--- src/rtl/encoder_stage_sequencer.sv ---
// encoder_stage_sequencer
//   Job-level controller for the matrix-encoder pipeline. Runs NUM_STAGES
//   function units one after another over the line buffer, ping-ponging the
//   read/write banks between stages and issuing each unit's clear/start
//   handshake.
//
//   Optional feature macro: SEQ_BYPASS_EN
//     defined   -> adds stage_mask input; a 1 skips that stage (1 cycle, no
//                  clr, no start, no bank toggle). Mask is sampled at accept.
//     undefined -> every stage always runs.
//
// Ports
//   clk          system clock, rising edge
//   rst          asynchronous active-low reset
//   job_valid    host requests a job
//   job_ready    sequencer can accept a job (IDLE)
//   job_done     1-cycle pulse when the job finishes
//   res_bank     bank holding the result, valid from job_done to next accept
//   busy         job in progress (CLEAR through FINISH)
//   stage_idx    index of the current stage
//   stage_clr    one-hot 1-cycle clear pulse to the current unit
//   stage_start  one-hot level start to the current unit
//   stage_done   unit done flags; only a rising edge advances the sequence
//   stage_mask   (SEQ_BYPASS_EN only) per-stage skip mask
//   rd_bank      bank the current stage reads; it writes ~rd_bank
//   job_count    completed jobs, wraps 255 -> 0
//   error        sticky stage timeout flag
//   err_stage    stage that timed out
//   err_clr      clears error and returns to IDLE
//
// State  | meaning
// IDLE   | waiting for a job, job_ready=1
// CLEAR  | 1-cycle clear pulse to current unit, timer loaded
// START  | start held, waiting for a fresh done rise or timeout
// SWAP   | 1 cycle, toggles rd_bank (unless skipped), selects next stage
// FINISH | 1 cycle, job_done pulse, result bank published
// ERR    | stage timed out, waiting for err_clr

module encoder_stage_sequencer #(
    parameter int NUM_STAGES = 3,
    parameter int TIMEOUT    = 4095
) (
    input  logic                  clk,
    input  logic                  rst,
    input  logic                  job_valid,
    output logic                  job_ready,
    output logic                  job_done,
    output logic                  res_bank,
    output logic                  busy,
    output logic [1:0]            stage_idx,
    output logic [NUM_STAGES-1:0] stage_clr,
    output logic [NUM_STAGES-1:0] stage_start,
    input  logic [NUM_STAGES-1:0] stage_done,
`ifdef SEQ_BYPASS_EN
    input  logic [NUM_STAGES-1:0] stage_mask,
`endif
    output logic                  rd_bank,
    output logic [7:0]            job_count,
    output logic                  error,
    output logic [1:0]            err_stage,
    input  logic                  err_clr
);

    typedef enum logic [2:0] {
        IDLE   = 3'd0,
        CLEAR  = 3'd1,
        START  = 3'd2,
        SWAP   = 3'd3,
        FINISH = 3'd4,
        ERR    = 3'd5
    } state_t;

    localparam logic [1:0]            LAST_IDX   = 2'(NUM_STAGES - 1);
    localparam logic [11:0]           TIMER_LOAD = 12'(TIMEOUT - 1);
    localparam logic [NUM_STAGES-1:0] ONE        = NUM_STAGES'(1);

    state_t                state;
    logic [11:0]           timer_rem;
    logic [NUM_STAGES-1:0] done_prev;
    logic [NUM_STAGES-1:0] mask_in;
    logic [NUM_STAGES-1:0] mask_r;
    logic                  skip;

    logic [1:0]            nxt_idx;
    logic [NUM_STAGES-1:0] cur_sel;
    logic [NUM_STAGES-1:0] nxt_sel;
    logic                  done_hit;
    logic                  nxt_skip;

`ifdef SEQ_BYPASS_EN
    assign mask_in = stage_mask;
`else
    assign mask_in = '0;
`endif

    assign nxt_idx  = stage_idx + 2'd1;
    assign cur_sel  = ONE << stage_idx;
    assign nxt_sel  = ONE << nxt_idx;
    // Only a 0->1 transition of the current unit's flag counts; a flag that
    // was already high when START began is ignored.
    assign done_hit = |(stage_done & ~done_prev & cur_sel);
    assign nxt_skip = |(mask_r & nxt_sel);

    always_ff @(posedge clk or negedge rst) begin
        if (!rst) begin
            state       <= IDLE;
            timer_rem   <= '0;
            done_prev   <= '0;
            mask_r      <= '0;
            skip        <= 1'b0;
            job_ready   <= 1'b1;
            job_done    <= 1'b0;
            res_bank    <= 1'b0;
            busy        <= 1'b0;
            stage_idx   <= '0;
            stage_clr   <= '0;
            stage_start <= '0;
            rd_bank     <= 1'b0;
            job_count   <= '0;
            error       <= 1'b0;
            err_stage   <= '0;
        end else begin
            done_prev <= stage_done;
            job_done  <= 1'b0;
            stage_clr <= '0;

            case (state)
                IDLE: begin
                    if (job_valid) begin
                        stage_idx <= '0;
                        rd_bank   <= 1'b0;
                        mask_r    <= mask_in;
                        job_ready <= 1'b0;
                        busy      <= 1'b1;
                        if (mask_in[0]) begin
                            state <= SWAP;
                            skip  <= 1'b1;
                        end else begin
                            state     <= CLEAR;
                            skip      <= 1'b0;
                            stage_clr <= ONE;
                        end
                    end
                end

                CLEAR: begin
                    state       <= START;
                    timer_rem   <= TIMER_LOAD;
                    stage_start <= cur_sel;
                end

                START: begin
                    // Edge has priority over a timeout in the same cycle.
                    if (done_hit) begin
                        state       <= SWAP;
                        skip        <= 1'b0;
                        stage_start <= '0;
                    end else if (timer_rem == 12'd0) begin
                        state       <= ERR;
                        stage_start <= '0;
                        busy        <= 1'b0;
                        error       <= 1'b1;
                        err_stage   <= stage_idx;
                    end else begin
                        timer_rem <= timer_rem - 12'd1;
                    end
                end

                SWAP: begin
                    if (!skip) begin
                        rd_bank <= ~rd_bank;
                    end
                    if (stage_idx == LAST_IDX) begin
                        state     <= FINISH;
                        job_done  <= 1'b1;
                        res_bank  <= skip ? rd_bank : ~rd_bank;
                        job_count <= job_count + 8'd1;
                    end else begin
                        stage_idx <= nxt_idx;
                        if (nxt_skip) begin
                            state <= SWAP;
                            skip  <= 1'b1;
                        end else begin
                            state     <= CLEAR;
                            skip      <= 1'b0;
                            stage_clr <= nxt_sel;
                        end
                    end
                end

                FINISH: begin
                    state     <= IDLE;
                    busy      <= 1'b0;
                    job_ready <= 1'b1;
                end

                ERR: begin
                    if (err_clr) begin
                        state     <= IDLE;
                        error     <= 1'b0;
                        err_stage <= '0;
                        job_ready <= 1'b1;
                    end
                end

                default: begin
                    state     <= IDLE;
                    busy      <= 1'b0;
                    job_ready <= 1'b1;
                end
            endcase
        end
    end

endmodule

--- config.mk ---
export PLATFORM = sky130hd
export DESIGN_NAME = encoder_stage_sequencer
export DESIGN_NICKNAME = d
export VERILOG_FILES = /design/src/rtl/encoder_stage_sequencer.sv
export SDC_FILE = /design/constraint.sdc
export NUM_CORES = 1
export LEC_CHECK = 0
export CAP_MARGIN = 0
export CORE_ASPECT_RATIO = 1.2
export CORE_MARGIN = 2
export CORE_UTILIZATION = 50
export DETAILED_ROUTE_END_ITERATION = 8
export GPL_TIMING_DRIVEN = 0
export PLACE_DENSITY_LB_ADDON = 0.3
export REMOVE_ABC_BUFFERS = 1
export SKIP_LAST_GASP = 1
export SLEW_MARGIN = 20
export SYNTH_ARGS = -nofsm -noshare
export SYNTH_HDL_FRONTEND = slang
export SYNTH_SLANG_ARGS = --single-unit
--- constraint.sdc ---
create_clock -name clk -period 2.41 [get_ports clk]
set_input_delay 0.3615 -clock clk [delete_from_list [all_inputs] [get_ports clk]]
set_output_delay 0.3615 -clock clk [all_outputs]
set_load 0.01 [all_outputs]
==> flow_summary.json <==
{
  "power.total_mw": 2.394,
  "ys_ff_latch": 42,
  "grt_overflow_total": 0,
  "die_x_um": 64.17,
  "clk_pin_slew_ns": 0.08,
  "synth_flop_cell": "dfrtp_1",
  "rsz0062_at_grt": "no",
  "port_buffers": 30,
  "final_antenna_net_count": 0,
  "ys_types": 45,
  "ir_drop_mv": 0.6412,
  "yosysSeqAreaShare_pct": 48.44,
  "drive_above_1_share_pct": 8.898,
  "arrival_ns": 2.45,
  "die_area_um2": 4889,
  "hold_class": "input pin to asynchronous set/reset pin",
  "antenna_found_initial": 0,
  "cts.sinks": 42,
  "slew_headroom_pct": 47.20,
  "async_flop_share_pct": 100.0,
  "finalNetCount": 251,
  "setup_viol_count_final": 0,
  "dr.pass1.iters": 4,
  "worstPathCellList": "inv_1 > ha_1 > nor4b_1 > nand3_2 > a21oi_1 > mux2_2",
  "reg2reg_slack_ns": 0.14,
  "drt_iter0_drc": 61,
  "fin_hold_ws_ns": 0.02732,
  "numCtsBuffers": 5,
  "initial_utilization_pct": 51.36,
  "htree_levels": 2,
  "routabilityCongestion": 0.7926,
  "hold_violations": 0,
  "yosysWarnings": 0,
  "num_vias": 1692,
  "layout_common_cells": "dfrtp_1, clkdlybuf4s50_1, nand2_1, nand3_1, nor2_1",
  "clk_path_buf_depth": 2,
  "io_pins": 31,
  "clk_latency_ns": 0.29,
  "cts_tree": "yes",
  "status": "complete, no violations",
  "end_kind": "register",
  "grt_max_degree": 24,
  "powerDensity_nw_per_um2": 916.7,
  "grt_pass1_vias": 1671,
  "wl_per_cell_um": 15.13,
  "final_common_cell": "dfrtp_1",
  "core_area_um2": 4229,
  "max_freq_ghz": 0.4403,
  "slowest_delay_ns": 0.48,
  "hpwl_um": 3084,
  "cp.buffers_inverters": 1,
  "period_share_pct": 94.24,
  "path_class": "register to register",
  "drc": 0,
  "cts_hold_buffers": 0,
  "wl_um": 4418,
  "diodes": 0,
  "area.growth.synth_to_final_pct": 20.22,
  "cp.required_ns": 2.59,
  "crit_fanout": 12,
  "root_buffer": "clkbuf_8",
  "cts_setup_buffers": 0,
  "crit_path_start_kind": "register",
  "num_rows": 26,
  "critPathSlowestCell": "nor4b_1",
  "avgSynthCellArea_um2": 10.49,
  "cp_top_family": "simple AND/OR/NAND/NOR gates",
  "netlist_area_um2": 2172,
  "grt_pass1_wl_um": 7645,
  "period_needed_ns": 2.271,
  "drv_cap": 0,
  "p_leak_nw": 1.085,
  "via_per_inst": 5.795,
  "synth_cells": 207,
  "synth_edf_count": 0,
  "fin_skew_ns": 0.008096,
  "drv_slew": 0,
  "worst_slew_pin_slew_ns": 0.7885,
  "die_y_um": 76.20,
  "track_usage_pct": 19.58
}
-- timing repair --
| item | in CTS | in global routing |
|---|---|---|
| gates resized for setup | 0 | 2 |
| setup endpoints to repair | 0 | 3 |
| endpoints found under the hold margin | 0 | 0 |
-- synthesized netlist by cell type (all sizes together), types with 4 or more instances --
| master | number | area [um^2] |
|---|---|---|
| buf | 6 | 41.28 |
| and3 | 4 | 25.02 |
| nand3b | 6 | 45.04 |
| clkbuf | 4 | 15.01 |
| xnor2 | 7 | 61.31 |
| inv | 6 | 22.52 |
| nand2 | 18 | 67.56 |
| o21ai | 9 | 45.04 |
| a21oi | 6 | 30.03 |
| nand4 | 5 | 46.29 |
| nor2 | 11 | 41.29 |
| o31ai | 7 | 52.55 |
| dfrtp | 41 | 1026 |
| nor3b | 4 | 41.29 |
| ha | 9 | 112.6 |
| nand3 | 16 | 80.08 |
-- where the power goes --
| group | internal (mW) | leakage [nW] | switching (mW) |
|---|---|---|---|
| clock network | 0.231 | 0.0482 | 0.234 |
| registers | 0.849 | 0.499 | 0.205 |
| logic | 0.434 | 0.539 | 0.440 |
| total | 1.51 | 1.09 | 0.879 |
-- state kept, by name, summed over array words and instances, names as in the netlist --
signal       flops
stage_clr        3
state            3
res_bank         1
error            1
busy             1
job_done         1
job_count        8
err_stage        2
stage_start      3
job_ready        1
stage_idx        2
timer_rem       12
done_prev        3
rd_bank          1
-- cell families (layout without fill, tap and decap cells) --
family / after synthesis / after routing / share of synthesized area [%]
mux: 5 / 5 / 2.419
compound gates: 39 / 39 / 12.27
flops: 42 / 42 / 48.44
buf+inv: 16 / 45 / 3.628
fa+ha+maj: 9 / 9 / 5.184
xor+xnor: 7 / 7 / 2.823
simple gates: 89 / 89 / 25.23
-- final cells by class --
cell class,instances,area [um^2]
clock inverters,1,5.005
inverters,6,22.52
fillers,360,1618
repair buffers,31,322.8
well taps,56,70.07
flip-flops and latches,42,1052
multi-input cells,149,1052
clock buffers,7,86.33
-- path summary, 6_finish.rpt --
check,start,endpoint,cells past startpoint
max in group asynchronous,rst,job_ready$_DFFE_PN1P_,2
setup / recovery,timer_rem[0]$_DFFE_PN0P_,state[0]$_DFFE_PN0P_,6
setup reg to reg,timer_rem[0]$_DFFE_PN0P_,state[0]$_DFFE_PN0P_,6
hold reg to reg,job_count[7]$_DFFE_PN0N_,job_count[7]$_DFFE_PN0N_,1
hold / removal,rst,timer_rem[7]$_DFFE_PN0P_,1
min in group clk,job_count[7]$_DFFE_PN0N_,job_count[7]$_DFFE_PN0N_,1
-- routing by layer --
layer  part of all wire, %  vias up  global-route usage (%)
met3                   2.7        8                   4.136
met5                     0        -                       0
met4                   1.8        0                   7.234
li1                      -      807                       -
met1                    45      852                   24.58
met2                    51       25                   33.02
-- per-stage QoR --
| step | util (%) | cells | TNS, ns | cell area (um^2) | worst slack [ns] |
|---|---|---|---|---|---|
| 2_1_floorplan | - | 197 | 0 | 2116 | 0.4288 |
| 3_3_place_gp | 58.79 | 283 | -3.460 | 2486 | -0.08629 |
| 3_5_place_dp | 59.44 | 284 | 0 | 2514 | 0.1290 |
| 4_1_cts | 61.60 | 292 | 0 | 2605 | 0.07307 |
| 5_1_grt | 61.75 | 292 | 0 | 2611 | 0.02100 |
| 6_report | 61.75 | 292 | 0 | 2611 | 0.1389 |
Note: power is estimated with default switching activity, not from simulation.
